==> config.mk <==
export PLATFORM = sky130hd
export DESIGN_NAME = tlb_op_ctrl
export DESIGN_NICKNAME = d
export VERILOG_FILES = /design/src/rtl/tlb_op_ctrl.sv
export SDC_FILE = /design/constraint.sdc
export NUM_CORES = 1
export LEC_CHECK = 0
export ABC_AREA = 0
export CORE_UTILIZATION = 35
export DETAILED_ROUTE_END_ITERATION = 8
export GPL_TIMING_DRIVEN = 0
export PLACE_DENSITY = 0.82
export REMOVE_ABC_BUFFERS = 1
export SYNTH_ARGS = -nofsm -noshare
export SYNTH_HDL_FRONTEND = slang
export SYNTH_SLANG_ARGS = --single-unit
==> constraint.sdc <==
create_clock -name clk -period 2.1 [get_ports clk]
set_clock_uncertainty 0.05 [all_clocks]
set_input_delay 0.63 -clock clk [delete_from_list [all_inputs] [get_ports clk]]
set_output_delay 0.63 -clock clk [all_outputs]
set_load 0.03 [all_outputs]
==> src/rtl/tlb_op_ctrl.sv <==
// TLB-management instruction sequencer: drives the tlb search/read/write/invalidate
// ports for TLBSRCH/TLBRD/TLBWR/TLBFILL/INVTLB and arbitrates search port 1.
module tlb_op_ctrl #(
  parameter  int TLBNUM = 16,
  localparam int IDXW   = $clog2(TLBNUM)
) (
  input  logic            clk,
  input  logic            reset,
  input  logic            op_valid,
  output logic            op_ready,
  input  logic [2:0]      op_code,
  input  logic            op_cancel,
  input  logic [4:0]      inv_op,
  input  logic [9:0]      inv_asid,
  input  logic [18:0]     inv_vppn,
  input  logic [18:0]     csr_vppn,
  input  logic [9:0]      csr_asid,
  input  logic [IDXW-1:0] csr_index,
  input  logic            csr_ne,
  input  logic            csr_refill,
  input  logic            mem_s1_valid,
  input  logic [18:0]     mem_s1_vppn,
  input  logic            mem_s1_va_bit12,
  input  logic [9:0]      mem_s1_asid,
  output logic            mem_s1_grant,
  output logic [18:0]     s1_vppn,
  output logic            s1_va_bit12,
  output logic [9:0]      s1_asid,
  input  logic            s1_found,
  input  logic [IDXW-1:0] s1_index,
  output logic            invtlb_valid,
  output logic [4:0]      invtlb_op,
  output logic            we,
  output logic [IDXW-1:0] w_index,
  output logic            w_e,
  output logic [IDXW-1:0] r_index,
  output logic            srch_we,
  output logic            srch_found,
  output logic [IDXW-1:0] srch_index,
  output logic            rd_we,
  output logic            done,
  output logic            op_ine
);

  typedef enum logic [1:0] {S_IDLE, S_EXEC, S_DONE} state_t;

  localparam logic [2:0] OP_SRCH = 3'd0;
  localparam logic [2:0] OP_RD   = 3'd1;
  localparam logic [2:0] OP_WR   = 3'd2;
  localparam logic [2:0] OP_FILL = 3'd3;
  localparam logic [2:0] OP_INV  = 3'd4;

  state_t          state, state_nxt;
  logic [2:0]      op_q;
  logic [4:0]      inv_op_q;
  logic [9:0]      inv_asid_q;
  logic [18:0]     inv_vppn_q;
  logic [IDXW-1:0] fill_ptr;
  logic            retire_q;  // op completed without cancel
  logic            ine_q;

  logic exec, live, is_srch, is_rd, is_wr, is_fill, is_inv, inv_bad, ine_cond, owns_s1;

  assign exec    = (state == S_EXEC);
  // A synchronous reset landing in EXEC must also suppress the write.
  assign live    = exec && !op_cancel && !reset;
  assign is_srch = (op_q == OP_SRCH);
  assign is_rd   = (op_q == OP_RD);
  assign is_wr   = (op_q == OP_WR);
  assign is_fill = (op_q == OP_FILL);
  assign is_inv  = (op_q == OP_INV);
  assign inv_bad = (inv_op_q > 5'd6);
  assign ine_cond = (op_q > OP_INV) || (is_inv && inv_bad);
  assign owns_s1 = exec && (is_srch || is_inv);

  // NOTE: state registers use non-blocking assignments so every flop samples pre-edge values.
  always_ff @(posedge clk) begin
    if (reset) begin
      state      <= S_IDLE;
      op_q       <= '0;
      inv_op_q   <= '0;
      inv_asid_q <= '0;
      inv_vppn_q <= '0;
      fill_ptr   <= '0;
      retire_q   <= 1'b0;
      ine_q      <= 1'b0;
    end else begin
      state <= state_nxt;
      if (state == S_IDLE && op_valid) begin
        op_q       <= op_code;
        inv_op_q   <= inv_op;
        inv_asid_q <= inv_asid;
        inv_vppn_q <= inv_vppn;
      end
      if (exec) begin
        retire_q <= !op_cancel;
        ine_q    <= ine_cond && !op_cancel;
      end
      if (live && is_fill)
        fill_ptr <= (fill_ptr == IDXW'(TLBNUM - 1)) ? '0 : fill_ptr + 1'b1;
    end
  end

  // NOTE: every always_comb output gets a default first so no latch is inferred.
  always_comb begin
    state_nxt = state;
    unique case (state)
      S_IDLE:  if (op_valid) state_nxt = S_EXEC;
      S_EXEC:  state_nxt = S_DONE;
      S_DONE:  state_nxt = S_IDLE;
      default: state_nxt = S_IDLE;
    endcase
  end

  always_comb begin
    s1_vppn      = mem_s1_vppn;
    s1_va_bit12  = mem_s1_va_bit12;
    s1_asid      = mem_s1_asid;
    mem_s1_grant = mem_s1_valid && !owns_s1;
    if (owns_s1) begin
      s1_va_bit12 = 1'b0;
      if (is_srch) begin
        s1_vppn = csr_vppn;
        s1_asid = csr_asid;
      end else begin
        s1_vppn = inv_vppn_q;
        s1_asid = inv_asid_q;
      end
    end
  end

  always_comb begin
    w_index = '0;
    w_e     = 1'b0;
    if (exec && is_wr)   w_index = csr_index;
    if (exec && is_fill) w_index = fill_ptr;
    if (exec && (is_wr || is_fill)) w_e = csr_refill || !csr_ne;
  end

  assign op_ready     = (state == S_IDLE);
  assign we           = live && (is_wr || is_fill);
  assign r_index      = csr_index;
  assign rd_we        = live && is_rd;
  assign srch_we      = live && is_srch;
  assign srch_found   = s1_found;
  assign srch_index   = s1_index;
  assign invtlb_valid = live && is_inv && !inv_bad;
  assign invtlb_op    = inv_op_q;
  assign done         = (state == S_DONE) && retire_q;
  assign op_ine       = done && ine_q;

endmodule

After elaboration in Yosys (flattened, before gate mapping)

Index checks and enable logic that the tools add are counted.

Bits of input ports: 112
Register bits: 45
Word-level logic and storage cells: 59
Output and inout port bits: 57

Equal/unequal tests: 8
Mux-type cells: 11
Order comparisons: 2
Reductions and logical operators: 29
Add/sub/neg operators: 1

Operators by type and width:

| kind                                                                             | number |
|---|---|
| 19-bit 2-to-1 mux                                                                | 2 |
| 10-bit 2-to-1 mux                                                                | 2 |
| 1-bit logical AND                                                                | 18 |
| 4-bit 2-to-1 mux                                                                 | 3 |
| 3-bit by 2-bit == test with 1-bit output (second input constant)                 | 2 |
| 5-bit by 3-bit greater-than comparator with 1-bit output (second input constant) | 1 |
| 1-bit zero test                                                                  | 5 |
| 4-bit by 1-bit adder with 4-bit output (second input constant)                   | 1 |
| 4-bit == test (second input constant)                                            | 1 |
| 1-bit logical OR                                                                 | 4 |
| 2-bit case mux with 2 select lines                                               | 1 |
| 3-bit by 1-bit == test with 1-bit output (second input constant)                 | 1 |
| 3-bit == test (second input constant)                                            | 1 |
| 3-bit greater-than comparator (second input constant)                            | 1 |
| 3-bit zero test                                                                  | 1 |
| 2-bit by 1-bit == test with 1-bit output (second input constant)                 | 1 |
| 2-bit == test (second input constant)                                            | 1 |
| 2-bit zero test                                                                  | 1 |
| 1-bit 2-to-1 mux                                                                 | 2 |
| 2-bit 2-to-1 mux                                                                 | 1 |
| 2-bit inequality test (second input constant)                                    | 1 |

Logic depth before layout (Yosys ltp)

Gate-level depths: netlist of the first run.

Depth in word-level cells: 5
Mapped depth: 5
Depth with buffers taken out: 4

Worst setup path before layout of the first run

OpenSTA, ideal clock, no wires.

Path kind: input to output
Start point: input port op_cancel
End point: output port rd_we
Required time: 1420 ps
Slack: -630 ps
Data arrival time: 2050 ps
Buffers on the path: 0
Stages: 2
Path through: or3_1 -> nor4b_1

Longest elaborated chain between the ends: 4

Ends and longest elaborated chain:

| element                         | RTL line | text |
|---|---|---|
| start, declared                 | 12       | `input logic op_cancel,` |
| 1-bit zero test                 | 66       | `assign live = exec && !op_cancel && !reset;` |
| 1-bit logical AND (2 in series) | 66       |  |
| 1-bit logical AND               | 143      | `assign rd_we = live && is_rd;` |
| end, declared                   | 40       | `output logic rd_we,` |

Every way passes these cells.

Worst setup path after layout of the first run

Start point: register op_q[1]
End point: output port s1_vppn[8]

Longest elaborated chain between the ends: 4
Elaborated cells between the ends (all ways): 6
Those cells by class: eq/ne (1); mux (2); reduce/logical (3)

Ends and longest elaborated chain:

| element                                                 | RTL line | text |
|---|---|---|
| start, declared                                         | 54       | `logic [2:0] op_q;` |
| start signal, assigned                                  | 90       | `op_q <= op_code;` |
| 3-bit == test / 3-bit zero test (equally long branches) | 71, 67   |  |
| 1-bit logical OR                                        | 74       | `assign owns_s1 = exec && (is_srch \|\| is_inv);` |
| 1-bit logical AND                                       | 74       |  |
| 19-bit 2-to-1 mux (*)                                   | 120      | `if (owns_s1) begin` |
| end, declared                                           | 26       | `output logic [18:0] s1_vppn,` |

Every way passes the cells marked *; elsewhere a longest branch is shown, timed or not.

==> results of run 1 <==
[layout make-up]
| class | count | area [um^2] | share of cell area, % |
|---|---|---|---|
| Clock buffer | 7 | 86.3 | 1.89 |
| Inverter | 2 | 7.51 | 0.164 |
| Sequential cell | 45 | 920 | 20.1 |
| Tap cell | 77 | 96.3 | 2.11 |
| Timing Repair Buffer | 196 | 1950 | 42.6 |
| Multi-Input combinational cell | 218 | 1510 | 33.1 |
[cells by family after synthesis]
logic type	count (synthesis)
DFF	45
AOI/OAI and AO/OA	68
muxes	42
and+or+nand+nor	106
buffers and inverters	36
adders and majority gates	1
[layout by cell type (no fill, tap or decap), drive strengths merged, types with 3 or more instances in the layout]
master	instances
a21oi	4
o22ai	29
dfxtp	45
clkbuf	9
nor2	45
nor3	3
nand3	6
nand2	33
clkdlybuf4s50	103
and2	4
mux2i	42
dlygate4sd2	8
o21ai	31
buf	81
[worst max-delay path: stages, from the launching register on]
cell	delay, ns
sky130_fd_sc_hd__dfxtp_4	0.37
sky130_fd_sc_hd__or4b_4	0.60
sky130_fd_sc_hd__buf_16	0.20
sky130_fd_sc_hd__o21ai_1	0.17
sky130_fd_sc_hd__buf_4	0.18
[worst max path at each step]
| stage | startpoint | to | depth (start not counted) |
|---|---|---|---|
| after CTS | state[1] | s1_vppn[15] | 4 |
| after floorplan | op_valid | inv_asid_q[0] | 3 |
| after global routing | op_q[1] | s1_asid[6] | 4 |
| final | op_q[1] | s1_vppn[8] | 4 |
| after detailed placement | op_q[0] | s1_asid[2] | 4 |
| after global placement | op_valid | invtlb_op[1] | 4 |
[power by group through the flow]
stage,clock (mW),sequential [mW],combinational (mW)
floorplan,0,0.968,0.391
global placement,0,0.969,0.802
detailed placement,0,0.972,0.822
CTS,0.541,0.940,0.889
global route,0.582,0.946,1.03
finish,0.524,0.940,0.961
[what timing repair did]
item | in CTS | in global routing
pin swaps | 5 | 9
gates cloned | 1 | 0
setup endpoints to repair | 62 | 59
resized for setup | 295 | 57
setup buffers | 19 | 13
[per-layer routing]
layer	share of wire (%)	up-vias
met2	53	140
met3	6.6	16
met4	2.4	0
li1	-	1383
met5	0	-
met1	38	1353
[through the flow]
step | instance area, um^2 | TNS [ns] | hold WS, ns
finish | 4570 | -11.27 | 0.439
global route | 4570 | -13.42 | 0.474
CTS | 4290 | -11.42 | 0.432
detailed placement | 3990 | -53.68 | 0.420
global placement | 3880 | -306.98 | 0.392
floorplan | 2210 | -162.51 | 0.381
[flip-flops by register name (all words and copies together) (netlist names)]
register	cells
ine_q	1
retire_q	1
invtlb_op	5
inv_vppn_q	19
inv_asid_q	10
fill_ptr	4
state	2
op_q	3
==> impl_metrics.prom, run 1 <==
# TYPE chip_impl_metric gauge
chip_impl_metric{name="slew_headroom",unit="%"} 49.6
chip_impl_metric{name="met1_usage",unit="%"} 25.7
chip_impl_info{name="gr-max-usage-layer",value="met2"} 1
chip_impl_info{name="hold_path_class",value="register to register"} 1
chip_impl_info{name="synth_area_leaders",value="sky130_fd_sc_hd__dfxtp_1, sky130_fd_sc_hd__mux2i_1, sky130_fd_sc_hd__o22ai_1, sky130_fd_sc_hd__nor2_1, sky130_fd_sc_hd__o21ai_1"} 1
chip_impl_info{name="outcome",value="finished, violations left"} 1
chip_impl_metric{name="detailedRoute.firstIterationViolations",unit=""} 94
chip_impl_metric{name="largest_fanout_on_the_critical_path",unit=""} 34
chip_impl_metric{name="synth_seq_area_share",unit="%"} 37.7
chip_impl_metric{name="filler_cell_count",unit=""} 506
chip_impl_info{name="ctsRootBufferMaster",value="sky130_fd_sc_hd__clkbuf_8"} 1
chip_impl_info{name="cts_tree",value="built"} 1
chip_impl_metric{name="synth_xor_area_share",unit="%"} 0
chip_impl_metric{name="clock.fmax",unit="GHz"} 0.401
chip_impl_info{name="reg2reg_from",value="state[0]"} 1
chip_impl_metric{name="grtUsageMet3",unit="%"} 6.10
chip_impl_metric{name="die-width",unit="um"} 84.7
chip_impl_metric{name="post_synth_inst_count",unit=""} 298
chip_impl_metric{name="fp.dieH",unit="um"} 84.7
chip_impl_info{name="post-synth-top-area-cell",value="sky130_fd_sc_hd__dfxtp_1"} 1
chip_impl_info{name="min_from",value="retire_q"} 1
chip_impl_metric{name="yosys_register_bits",unit=""} 45
chip_impl_metric{name="min_path_cells",unit=""} 2
chip_impl_info{name="rsz0062_at_grt",value="yes"} 1
chip_impl_metric{name="timing_worst_slew_pin_value",unit="ns"} 0.745
chip_impl_metric{name="starting_utilization_of_the_core_area",unit="%"} 37.0
chip_impl_info{name="top_cell_types_by_occurrence_after_synthesis",value="sky130_fd_sc_hd__dfxtp_1, sky130_fd_sc_hd__nor2_1, sky130_fd_sc_hd__mux2i_1"} 1
chip_impl_info{name="cp-end-kind",value="output port"} 1
chip_impl_metric{name="area_fraction_in_compound_gates_after_synthesis",unit="%"} 16.3
chip_impl_metric{name="timing.final.crit_share",unit="%"} 119
chip_impl_metric{name="die_area",unit="um^2"} 7170
chip_impl_metric{name="final_net_count",unit=""} 581
chip_impl_metric{name="finalWorstPathRequiredPeriod",unit="ns"} 2.50
chip_impl_metric{name="cp_data_required_time",unit="ns"} 1.42
chip_impl_info{name="hold_path_end",value="retire_q"} 1
chip_impl_metric{name="number_of_buffers_added_by_the_clock_tree_synthesis_step",unit=""} 5
chip_impl_metric{name="ys_async_sr_fraction",unit="%"} 0
chip_impl_metric{name="timing.reg2reg.worst_path_depth",unit=""} 8
chip_impl_metric{name="cap_viol_max_count",unit=""} 0
chip_impl_metric{name="drive_above_1_share",unit="%"} 26.5
chip_impl_metric{name="clock_sink_count",unit=""} 45
chip_impl_metric{name="worst_setup_hold_path_clk_slew",unit="ns"} 0.08
chip_impl_info{name="failing_checks",value="design-rule violations, negative setup slack"} 1
chip_impl_metric{name="buffer_ports.inserted",unit=""} 158
chip_impl_metric{name="pin_count",unit=""} 169
chip_impl_metric{name="dr_total_vias",unit=""} 2892
chip_impl_metric{name="synth-edff-count",unit=""} 0
chip_impl_info{name="regToRegEndpoint",value="inv_asid_q[2]"} 1
chip_impl_metric{name="area_growth_syn_to_layout",unit="%"} 90.9
chip_impl_metric{name="net-switching-power",unit="mW"} 0.757
chip_impl_metric{name="final_setup_violation_count",unit=""} 36
chip_impl_metric{name="clock_latency",unit="ns"} 0.28
chip_impl_metric{name="power.static_leakage",unit="nW"} 1.94
chip_impl_metric{name="synthesis.yosys.warnings",unit=""} 0
chip_impl_metric{name="cts_htree_levels",unit=""} 2
chip_impl_info{name="start_kind",value="register"} 1
chip_impl_metric{name="cp.arrival",unit="ns"} 1.82
chip_impl_metric{name="yosys.area_share.adder",unit="%"} 0.523
chip_impl_metric{name="share_of_cell_area_taken_by_muxes_after_synthesis",unit="%"} 17.6
chip_impl_metric{name="final-hold-violation-count",unit=""} 0
chip_impl_metric{name="wl",unit="mm"} 8.84
chip_impl_metric{name="dp.cells",unit=""} 506
chip_impl_info{name="crit_path_category",value="register to output port"} 1
chip_impl_metric{name="place.detailed.hpwl",unit="mm"} 5.40
chip_impl_metric{name="post_drt_wl_per_cell",unit="um"} 16.2
chip_impl_metric{name="power_density",unit="nW/um^2"} 531
chip_impl_metric{name="timing.final.ws_setup",unit="ns"} -0.396
chip_impl_metric{name="antenna_violating_nets_post_route",unit=""} 0
chip_impl_metric{name="flop_pwr_share",unit="%"} 38.8
chip_impl_metric{name="syn_area",unit="um^2"} 2390
chip_impl_metric{name="antenna_violations_before_repair",unit=""} 0
chip_impl_metric{name="reg2reg_slack",unit="ns"} 0.20
chip_impl_info{name="primary_ff_master_synth",value="sky130_fd_sc_hd__dfxtp_1"} 1
chip_impl_metric{name="preCtsSetupSlack",unit="ns"} -1.20
chip_impl_metric{name="post_drt_via_cell_ratio",unit=""} 5.31
chip_impl_metric{name="antennaDiodeCount",unit=""} 0
chip_impl_metric{name="totalPowerFinal",unit="mW"} 2.42
chip_impl_metric{name="grt.overflow.total",unit=""} 0
chip_impl_metric{name="synth.avg_cell_area",unit="um^2"} 8.02
chip_impl_metric{name="post_cts_hold_buffer_count",unit=""} 0
chip_impl_metric{name="p_comb_share",unit="%"} 39.6
chip_impl_metric{name="final_cell_count_no_fill",unit=""} 545
chip_impl_metric{name="global_route_wire_length_before_repair",unit="mm"} 12.9
chip_impl_metric{name="synthSimpleGateAreaFrac",unit="%"} 19.9
chip_impl_metric{name="global_route.usage.total",unit="%"} 22.7
chip_impl_metric{name="synth_top_area_share",unit="%"} 37.7
chip_impl_metric{name="max_slew_violation_count",unit=""} 0
chip_impl_metric{name="final_core_utilization",unit="%"} 70.7
chip_impl_metric{name="place_congestion",unit=""} 0.765
chip_impl_metric{name="synth_cell_type_count",unit=""} 31
chip_impl_metric{name="grt_max_degree",unit=""} 52
chip_impl_metric{name="p_int",unit="mW"} 1.67
chip_impl_metric{name="drt_pass1_iterations",unit=""} 7
chip_impl_metric{name="via_count_of_the_first_global_routing_pass",unit=""} 2764
chip_impl_metric{name="global_route_met2_usage",unit="%"} 41.2
chip_impl_metric{name="row_count",unit=""} 29
chip_impl_metric{name="core",unit="um^2"} 6460
chip_impl_info{name="combinational_family_with_the_most_area_after_synthesis",value="simple AND/OR/NAND/NOR gates"} 1
chip_impl_metric{name="max-clock-path-buffers",unit=""} 2
chip_impl_metric{name="power.share.clock",unit="%"} 21.6
chip_impl_metric{name="detail_route.drc_violations",unit=""} 7
chip_impl_metric{name="swShare",unit="%"} 31.2
chip_impl_metric{name="irDropWorstVdd",unit="mV"} 0.294
(Power assumes the default switching activity.)
==> inputs of run 2 (changes only) <==
- clock period: 2.1 -> 2.31 ns (I/O delays scaled with it)
==> run 2 against run 1 <==
The flow finishes with violations (negative setup slack). Critical path depth stayed put. Sequential power is 8.1% lower. Utilization is 1.3 points lower. Flip-flop and latch count stayed put. Global-route usage is 0.32 points lower. Sequential share of layout area is 0.37 points higher. Wire length hardly changed. First-iteration DRC count is 4.3% higher. Via count is 2.5% lower. Combinational power is 8.3% lower. Power is 7.9% lower. Die area stayed put.
==> impl_metrics.prom, run 2 (synthesis gave the netlist of run 1 again) <==
# TYPE chip_impl_metric gauge
chip_impl_metric{name="clock_sink_count",unit=""} 45
chip_impl_metric{name="final_setup_violation_count",unit=""} 33
chip_impl_info{name="layout_commonest_cell",value="sky130_fd_sc_hd__clkdlybuf4s50_1"} 1
chip_impl_metric{name="place_congestion",unit=""} 0.765
chip_impl_metric{name="cts_htree_levels",unit=""} 2
chip_impl_metric{name="postPlaceCellArea",unit="um^2"} 3990
chip_impl_metric{name="core",unit="um^2"} 6460
chip_impl_metric{name="antenna_violating_nets_post_route",unit=""} 0
chip_impl_info{name="hold_path_class",value="register to register"} 1
chip_impl_metric{name="filler_cell_count",unit=""} 515
chip_impl_info{name="outcome",value="finished, violations left"} 1
chip_impl_metric{name="final_net_count",unit=""} 575
chip_impl_metric{name="antennaDiodeCount",unit=""} 0
chip_impl_metric{name="buffer_ports.inserted",unit=""} 158
chip_impl_metric{name="via_count_of_the_first_global_routing_pass",unit=""} 2739
chip_impl_metric{name="final_cell_count_no_fill",unit=""} 539
chip_impl_metric{name="preCtsSetupSlack",unit="ns"} -1.08
chip_impl_metric{name="irDropWorstVdd",unit="mV"} 0.268
chip_impl_metric{name="clock_latency",unit="ns"} 0.29
chip_impl_metric{name="die-width",unit="um"} 84.7
chip_impl_metric{name="antenna_violations_before_repair",unit=""} 0
chip_impl_metric{name="grt_max_degree",unit=""} 52
chip_impl_metric{name="fp.dieH",unit="um"} 84.7
chip_impl_metric{name="max_slew_violation_count",unit=""} 0
chip_impl_info{name="most-common-layout-cells",value="sky130_fd_sc_hd__clkdlybuf4s50_1, sky130_fd_sc_hd__nor2_1, sky130_fd_sc_hd__mux2i_1, sky130_fd_sc_hd__dfxtp_1, sky130_fd_sc_hd__buf_4"} 1
chip_impl_metric{name="final-hold-violation-count",unit=""} 0
chip_impl_info{name="min_from",value="retire_q"} 1
chip_impl_metric{name="timing.final.crit_share",unit="%"} 111
chip_impl_metric{name="timing_worst_slew_pin_value",unit="ns"} 0.620
chip_impl_metric{name="number_of_buffers_added_by_the_clock_tree_synthesis_step",unit=""} 5
chip_impl_metric{name="drive_above_1_share",unit="%"} 26.4
chip_impl_info{name="ctsRootBufferMaster",value="sky130_fd_sc_hd__clkbuf_8"} 1
chip_impl_metric{name="place.detailed.hpwl",unit="mm"} 5.40
chip_impl_info{name="crit_path_category",value="register to output port"} 1
chip_impl_info{name="rsz0062_at_grt",value="yes"} 1
chip_impl_metric{name="die_area",unit="um^2"} 7170
chip_impl_metric{name="starting_utilization_of_the_core_area",unit="%"} 37.0
chip_impl_metric{name="clock.fmax",unit="GHz"} 0.389
chip_impl_metric{name="wl",unit="mm"} 8.84
chip_impl_metric{name="cp.arrival",unit="ns"} 1.83
chip_impl_metric{name="row_count",unit=""} 29
chip_impl_metric{name="power_density",unit="nW/um^2"} 498
chip_impl_metric{name="cp_data_required_time",unit="ns"} 1.57
chip_impl_info{name="failing_checks",value="negative setup slack"} 1
chip_impl_info{name="most_flops_register",value="inv_vppn_q"} 1
chip_impl_metric{name="drt_pass1_iterations",unit=""} 6
chip_impl_metric{name="largest_register_ffs",unit=""} 19
chip_impl_info{name="cp-end-kind",value="output port"} 1
chip_impl_metric{name="grt.overflow.total",unit=""} 0
chip_impl_metric{name="dr_total_vias",unit=""} 2821
chip_impl_metric{name="cap_viol_max_count",unit=""} 0
chip_impl_metric{name="multiInputGateArea",unit="um^2"} 1490
chip_impl_metric{name="largest_fanout_on_the_critical_path",unit=""} 34
chip_impl_info{name="start_kind",value="register"} 1
chip_impl_metric{name="power.static_leakage",unit="nW"} 1.90
chip_impl_metric{name="max-clock-path-buffers",unit=""} 2
chip_impl_info{name="cts_tree",value="built"} 1
chip_impl_metric{name="design_area",unit="um^2"} 4480
chip_impl_metric{name="global_route_wire_length_before_repair",unit="mm"} 12.7
chip_impl_metric{name="post_cts_hold_buffer_count",unit=""} 0
chip_impl_metric{name="seqCellArea",unit="um^2"} 920
chip_impl_metric{name="area_growth_syn_to_layout",unit="%"} 87.5
chip_impl_metric{name="global_route.usage.total",unit="%"} 22.4
chip_impl_metric{name="detail_route.drc_violations",unit=""} 0
chip_impl_info{name="reg2reg_from",value="state[0]"} 1
chip_impl_info{name="crit_start",value="op_q[1]"} 1
chip_impl_metric{name="finalWorstPathRequiredPeriod",unit="ns"} 2.57
chip_impl_metric{name="detailedRoute.firstIterationViolations",unit=""} 98
chip_impl_metric{name="worst_setup_hold_path_clk_slew",unit="ns"} 0.08
chip_impl_metric{name="setup-tns-final",unit="ns"} -6.97
chip_impl_metric{name="post_drt_wl_per_cell",unit="um"} 16.4
chip_impl_metric{name="post_drt_via_cell_ratio",unit=""} 5.23
chip_impl_metric{name="pin_count",unit=""} 169
chip_impl_metric{name="dp.cells",unit=""} 506
chip_impl_metric{name="timing.final.ws_setup",unit="ns"} -0.259
chip_impl_metric{name="totalPowerFinal",unit="mW"} 2.23
chip_impl_metric{name="slew_headroom",unit="%"} 58.1
## run 2: final timing paths
| kind | slack, ns | end | cells after the start |
|---|---|---|---|
| worst max-delay path | -0.26 | s1_vppn[8] | 4 |
| worst min-delay path | 0.44 | retire_q | 2 |
| worst max register to register | 0.45 | inv_asid_q[2] | 6 |
| worst min register to register | 0.44 | retire_q | 2 |
## run 2: per-layer routing
metal	GRT usage, %	routed length (um)
met5	0	0
met4	7.40	123
met3	6.49	524
met2	40.1	4610
met1	25.5	3580
## run 2: layout make-up
type	count	share of cell area, %
sequential	45	20.5
inverter	2	0.167
tap	77	2.15
clock buffer	7	1.93
multi-input combinational	218	33.2
timing repair buffer	190	42.1
## run 2: power by group
part / leakage [nW] / switching (mW) / internal (mW)
Combinational: 1.48 / 0.409 / 0.472
Sequential: 0.373 / 0.0447 / 0.819
Clock: 0.0443 / 0.250 / 0.238
Total: 1.90 / 0.703 / 1.53
## run 2: timing repair
item | CTS | global route
gates resized for setup | 279 | 57
pin swaps | 4 | 13
buffers inserted | 11 | 11
setup endpoints to repair | 46 | 40
cloned | 1 | 3
## run 2: per-stage QoR
stage          util, %  hold WS (ns)
3_5_place_dp      61.7         0.420
2_1_floorplan        -         0.381
4_1_cts           64.9         0.432
3_3_place_gp      60.2         0.392
6_report          69.4         0.439
5_1_grt           69.4         0.474
## run 2: critical path, cell delays in order, from the launching register on
cell and delay [ns]:
sky130_fd_sc_hd__dfxtp_4 0.37, sky130_fd_sc_hd__or4b_4 0.60, sky130_fd_sc_hd__buf_16 0.20, sky130_fd_sc_hd__o21ai_1 0.17, sky130_fd_sc_hd__buf_4 0.18
==> inputs of run 3 (changes only) <==
- CAP_MARGIN: not set -> 20
==> run 3 against run 2 <==
The flow finishes with violations (design-rule violations, negative setup slack). Largest cell class unchanged. First-iteration DRC count down 8.2%. Wire length down 5.9%. Cell count down 1.1%. Clock-buffer cell count unchanged. Critical path depth unchanged. Non-clock buffer count down 6. Clock power down 1%. Highest routed layer unchanged. Utilization down 1.8 points.
==> impl_metrics.prom, run 3 (synthesis gave the netlist of run 1 again) <==
# TYPE chip_impl_metric gauge
chip_impl_info{name="outcome",value="finished, violations left"} 1
chip_impl_info{name="failing_checks",value="design-rule violations, negative setup slack"} 1
chip_impl_metric{name="number_of_buffers_added_by_the_clock_tree_synthesis_step",unit=""} 5
chip_impl_metric{name="drt_pass1_iterations",unit=""} 8
chip_impl_metric{name="grt.overflow.total",unit=""} 0
chip_impl_metric{name="global_route.usage.total",unit="%"} 22.1
chip_impl_info{name="regToRegEndpoint",value="inv_vppn_q[17]"} 1
chip_impl_info{name="ctsRootBufferMaster",value="sky130_fd_sc_hd__clkbuf_8"} 1
chip_impl_metric{name="timing.final.ws_setup",unit="ns"} -0.229
chip_impl_metric{name="reg2reg_slack",unit="ns"} 0.48
chip_impl_metric{name="die_area",unit="um^2"} 7170
chip_impl_metric{name="preCtsSetupSlack",unit="ns"} -1.07
chip_impl_metric{name="largest_fanout_on_the_critical_path",unit=""} 34
chip_impl_info{name="most-common-layout-cells",value="sky130_fd_sc_hd__clkdlybuf4s50_1, sky130_fd_sc_hd__nor2_1, sky130_fd_sc_hd__mux2i_1, sky130_fd_sc_hd__dfxtp_1, sky130_fd_sc_hd__buf_4"} 1
chip_impl_info{name="path_cells",value="or4b_4 > buf_16 > o21ai_1 > buf_4"} 1
chip_impl_metric{name="place.detailed.hpwl",unit="mm"} 5.55
chip_impl_metric{name="starting_utilization_of_the_core_area",unit="%"} 37.0
chip_impl_info{name="gr-max-usage-layer",value="met2"} 1
chip_impl_metric{name="max_slew_violation_count",unit=""} 0
chip_impl_metric{name="via_count_of_the_first_global_routing_pass",unit=""} 2668
chip_impl_info{name="most_flops_register",value="inv_vppn_q"} 1
chip_impl_metric{name="clock_latency",unit="ns"} 0.29
chip_impl_info{name="layout_commonest_cell",value="sky130_fd_sc_hd__clkdlybuf4s50_1"} 1
chip_impl_metric{name="setup-tns-final",unit="ns"} -6.34
chip_impl_metric{name="filler_cell_count",unit=""} 532
chip_impl_metric{name="cp.arrival",unit="ns"} 1.80
chip_impl_metric{name="finalWorstPathRequiredPeriod",unit="ns"} 2.54
chip_impl_metric{name="totalPowerFinal",unit="mW"} 2.18
chip_impl_metric{name="wl",unit="mm"} 8.31
chip_impl_info{name="cp-end-kind",value="output port"} 1
chip_impl_metric{name="cp_data_required_time",unit="ns"} 1.57
chip_impl_info{name="worst_setup_path_endpoint",value="s1_asid[2]"} 1
chip_impl_metric{name="post_drt_wl_per_cell",unit="um"} 15.6
chip_impl_metric{name="final_setup_violation_count",unit=""} 35
chip_impl_info{name="crit_path_category",value="register to output port"} 1
chip_impl_info{name="rsz0062_at_grt",value="yes"} 1
chip_impl_metric{name="power.share.clock",unit="%"} 22.1
chip_impl_metric{name="area_growth_syn_to_layout",unit="%"} 82.7
chip_impl_metric{name="p_comb_share",unit="%"} 38.7
chip_impl_metric{name="grtUsageMet3",unit="%"} 5.90
chip_impl_metric{name="core",unit="um^2"} 6460
chip_impl_metric{name="timing.final.crit_share",unit="%"} 110
chip_impl_metric{name="timing_worst_slew_pin_value",unit="ns"} 0.578
chip_impl_metric{name="timing.critical_path.buf_inv",unit=""} 2
chip_impl_metric{name="flop_pwr_share",unit="%"} 39.1
chip_impl_metric{name="fp.dieH",unit="um"} 84.7
chip_impl_info{name="timing.critical_path.slowest_stage_cell",value="sky130_fd_sc_hd__or4b_4"} 1
chip_impl_metric{name="met1_usage",unit="%"} 25.1
chip_impl_metric{name="final_core_utilization",unit="%"} 67.6
chip_impl_metric{name="worst_setup_hold_path_clk_slew",unit="ns"} 0.08
chip_impl_metric{name="critical_path.max_stage_delay",unit="ns"} 0.60
chip_impl_metric{name="net-switching-power",unit="mW"} 0.676
chip_impl_metric{name="detailedRoute.firstIterationViolations",unit=""} 90
chip_impl_info{name="critical_path.top_delay_family",value="simple AND/OR/NAND/NOR gates"} 1
chip_impl_metric{name="place_congestion",unit=""} 0.765
chip_impl_metric{name="max-clock-path-buffers",unit=""} 2
chip_impl_info{name="cts_tree",value="built"} 1
chip_impl_metric{name="antenna_violations_before_repair",unit=""} 0
chip_impl_metric{name="swShare",unit="%"} 31.0
chip_impl_metric{name="irDropWorstVdd",unit="mV"} 0.252
chip_impl_metric{name="buffer_ports.inserted",unit=""} 158
chip_impl_metric{name="power_density",unit="nW/um^2"} 499
chip_impl_metric{name="power.static_leakage",unit="nW"} 1.84
chip_impl_metric{name="cts_htree_levels",unit=""} 2
chip_impl_metric{name="p_int",unit="mW"} 1.50
chip_impl_metric{name="cap_viol_max_count",unit=""} 0
chip_impl_metric{name="global_route_met2_usage",unit="%"} 40.4
chip_impl_metric{name="final-hold-violation-count",unit=""} 0
chip_impl_metric{name="timing.reg2reg.worst_path_depth",unit=""} 6
chip_impl_metric{name="final_net_count",unit=""} 569
chip_impl_metric{name="largest_register_ffs",unit=""} 19
chip_impl_metric{name="row_count",unit=""} 29
chip_impl_info{name="hold_path_class",value="register to register"} 1
chip_impl_metric{name="antennaDiodeCount",unit=""} 0
chip_impl_info{name="reg2reg_from",value="state[1]"} 1
chip_impl_metric{name="slew_headroom",unit="%"} 60.9
chip_impl_metric{name="post_drt_via_cell_ratio",unit=""} 5.20
chip_impl_metric{name="drive_above_1_share",unit="%"} 23.5
chip_impl_metric{name="cp_num_cells",unit=""} 4
chip_impl_metric{name="clock_sink_count",unit=""} 45
chip_impl_metric{name="global_route_wire_length_before_repair",unit="mm"} 12.6
chip_impl_info{name="start_kind",value="register"} 1
chip_impl_metric{name="pin_count",unit=""} 169
chip_impl_metric{name="clock.fmax",unit="GHz"} 0.394
chip_impl_metric{name="die-width",unit="um"} 84.7
chip_impl_metric{name="dr_total_vias",unit=""} 2771
chip_impl_metric{name="grt_max_degree",unit=""} 52
chip_impl_metric{name="antenna_violating_nets_post_route",unit=""} 0
chip_impl_metric{name="fin_hold_ws",unit="ns"} 0.440
chip_impl_metric{name="detail_route.drc_violations",unit=""} 7
chip_impl_info{name="crit_start",value="op_q[0]"} 1
run 3: cell types whose count changed in the layout (fill, tap and decap cells not counted), sizes merged:
cell / before / now
clkdlybuf4s15: 2 / 5
clkdlybuf4s50: 108 / 109
dlygate4sd2: 2 / 1
buf: 72 / 63
run 3: power groups by stage:
stage / sequential, mW / combinational [mW] / clock [mW]
2_1_floorplan: 0.880 / 0.355 / 0
3_3_place_gp: 0.881 / 0.729 / 0
3_5_place_dp: 0.879 / 0.756 / 0
4_1_cts: 0.852 / 0.800 / 0.494
5_1_grt: 0.859 / 0.898 / 0.527
6_report: 0.853 / 0.844 / 0.482
run 3: layout make-up:
class                      instances  area (um^2)  area share (%)
clock buffer                       7         86.3            1.98
inverter                           2         7.51           0.172
multi-input combinational        218         1430            32.7
sequential                        45          920            21.1
tap                               77         96.3            2.21
timing repair buffer             184         1830            41.9
run 3: worst min-delay path by stage:
stage	slack (ns)	to	depth (start not counted)	startpoint
6_report	0.44	retire_q	2	retire_q
3_3_place_gp	0.39	retire_q	2	retire_q
2_1_floorplan	0.38	retire_q	2	retire_q
5_1_grt	0.47	inv_vppn_q[14]	2	inv_vppn_q[14]
4_1_cts	0.43	retire_q	2	retire_q
3_5_place_dp	0.42	retire_q	2	retire_q
run 3: worst register-to-register path, stage by stage (launching register included):
cell and delay (ns):
sky130_fd_sc_hd__dfxtp_4 0.38, sky130_fd_sc_hd__buf_4 0.14, sky130_fd_sc_hd__nor3b_2 0.47, sky130_fd_sc_hd__buf_6 0.24
sky130_fd_sc_hd__buf_6 0.18, sky130_fd_sc_hd__mux2i_1 0.21, sky130_fd_sc_hd__nor2_1 0.06
run 3: layer usage:
layer,vias to the layer above,share of wire [%]
met5,-,0
met4,0,1.4
met3,11,6.4
met2,118,51
met1,1278,41
li1,1364,-
run 3: through the flow:
stage	instance area (um^2)	cells
after floorplan	2210	264
after global placement	3880	499
after detailed placement	4000	507
after CTS	4210	528
after global routing	4370	533
final	4370	533
run 3: what timing repair did:
| action | 4_1_cts | 5_1_grt |
|---|---|---|
| endpoints found under the hold margin | 0 | 0 |
| gates cloned | 1 | 2 |
| pin swaps | 5 | 5 |
| endpoints found under the setup margin | 46 | 44 |
| hold buffers | 0 | 0 |
| gates resized for setup | 271 | 30 |
| setup buffers | 13 | 3 |
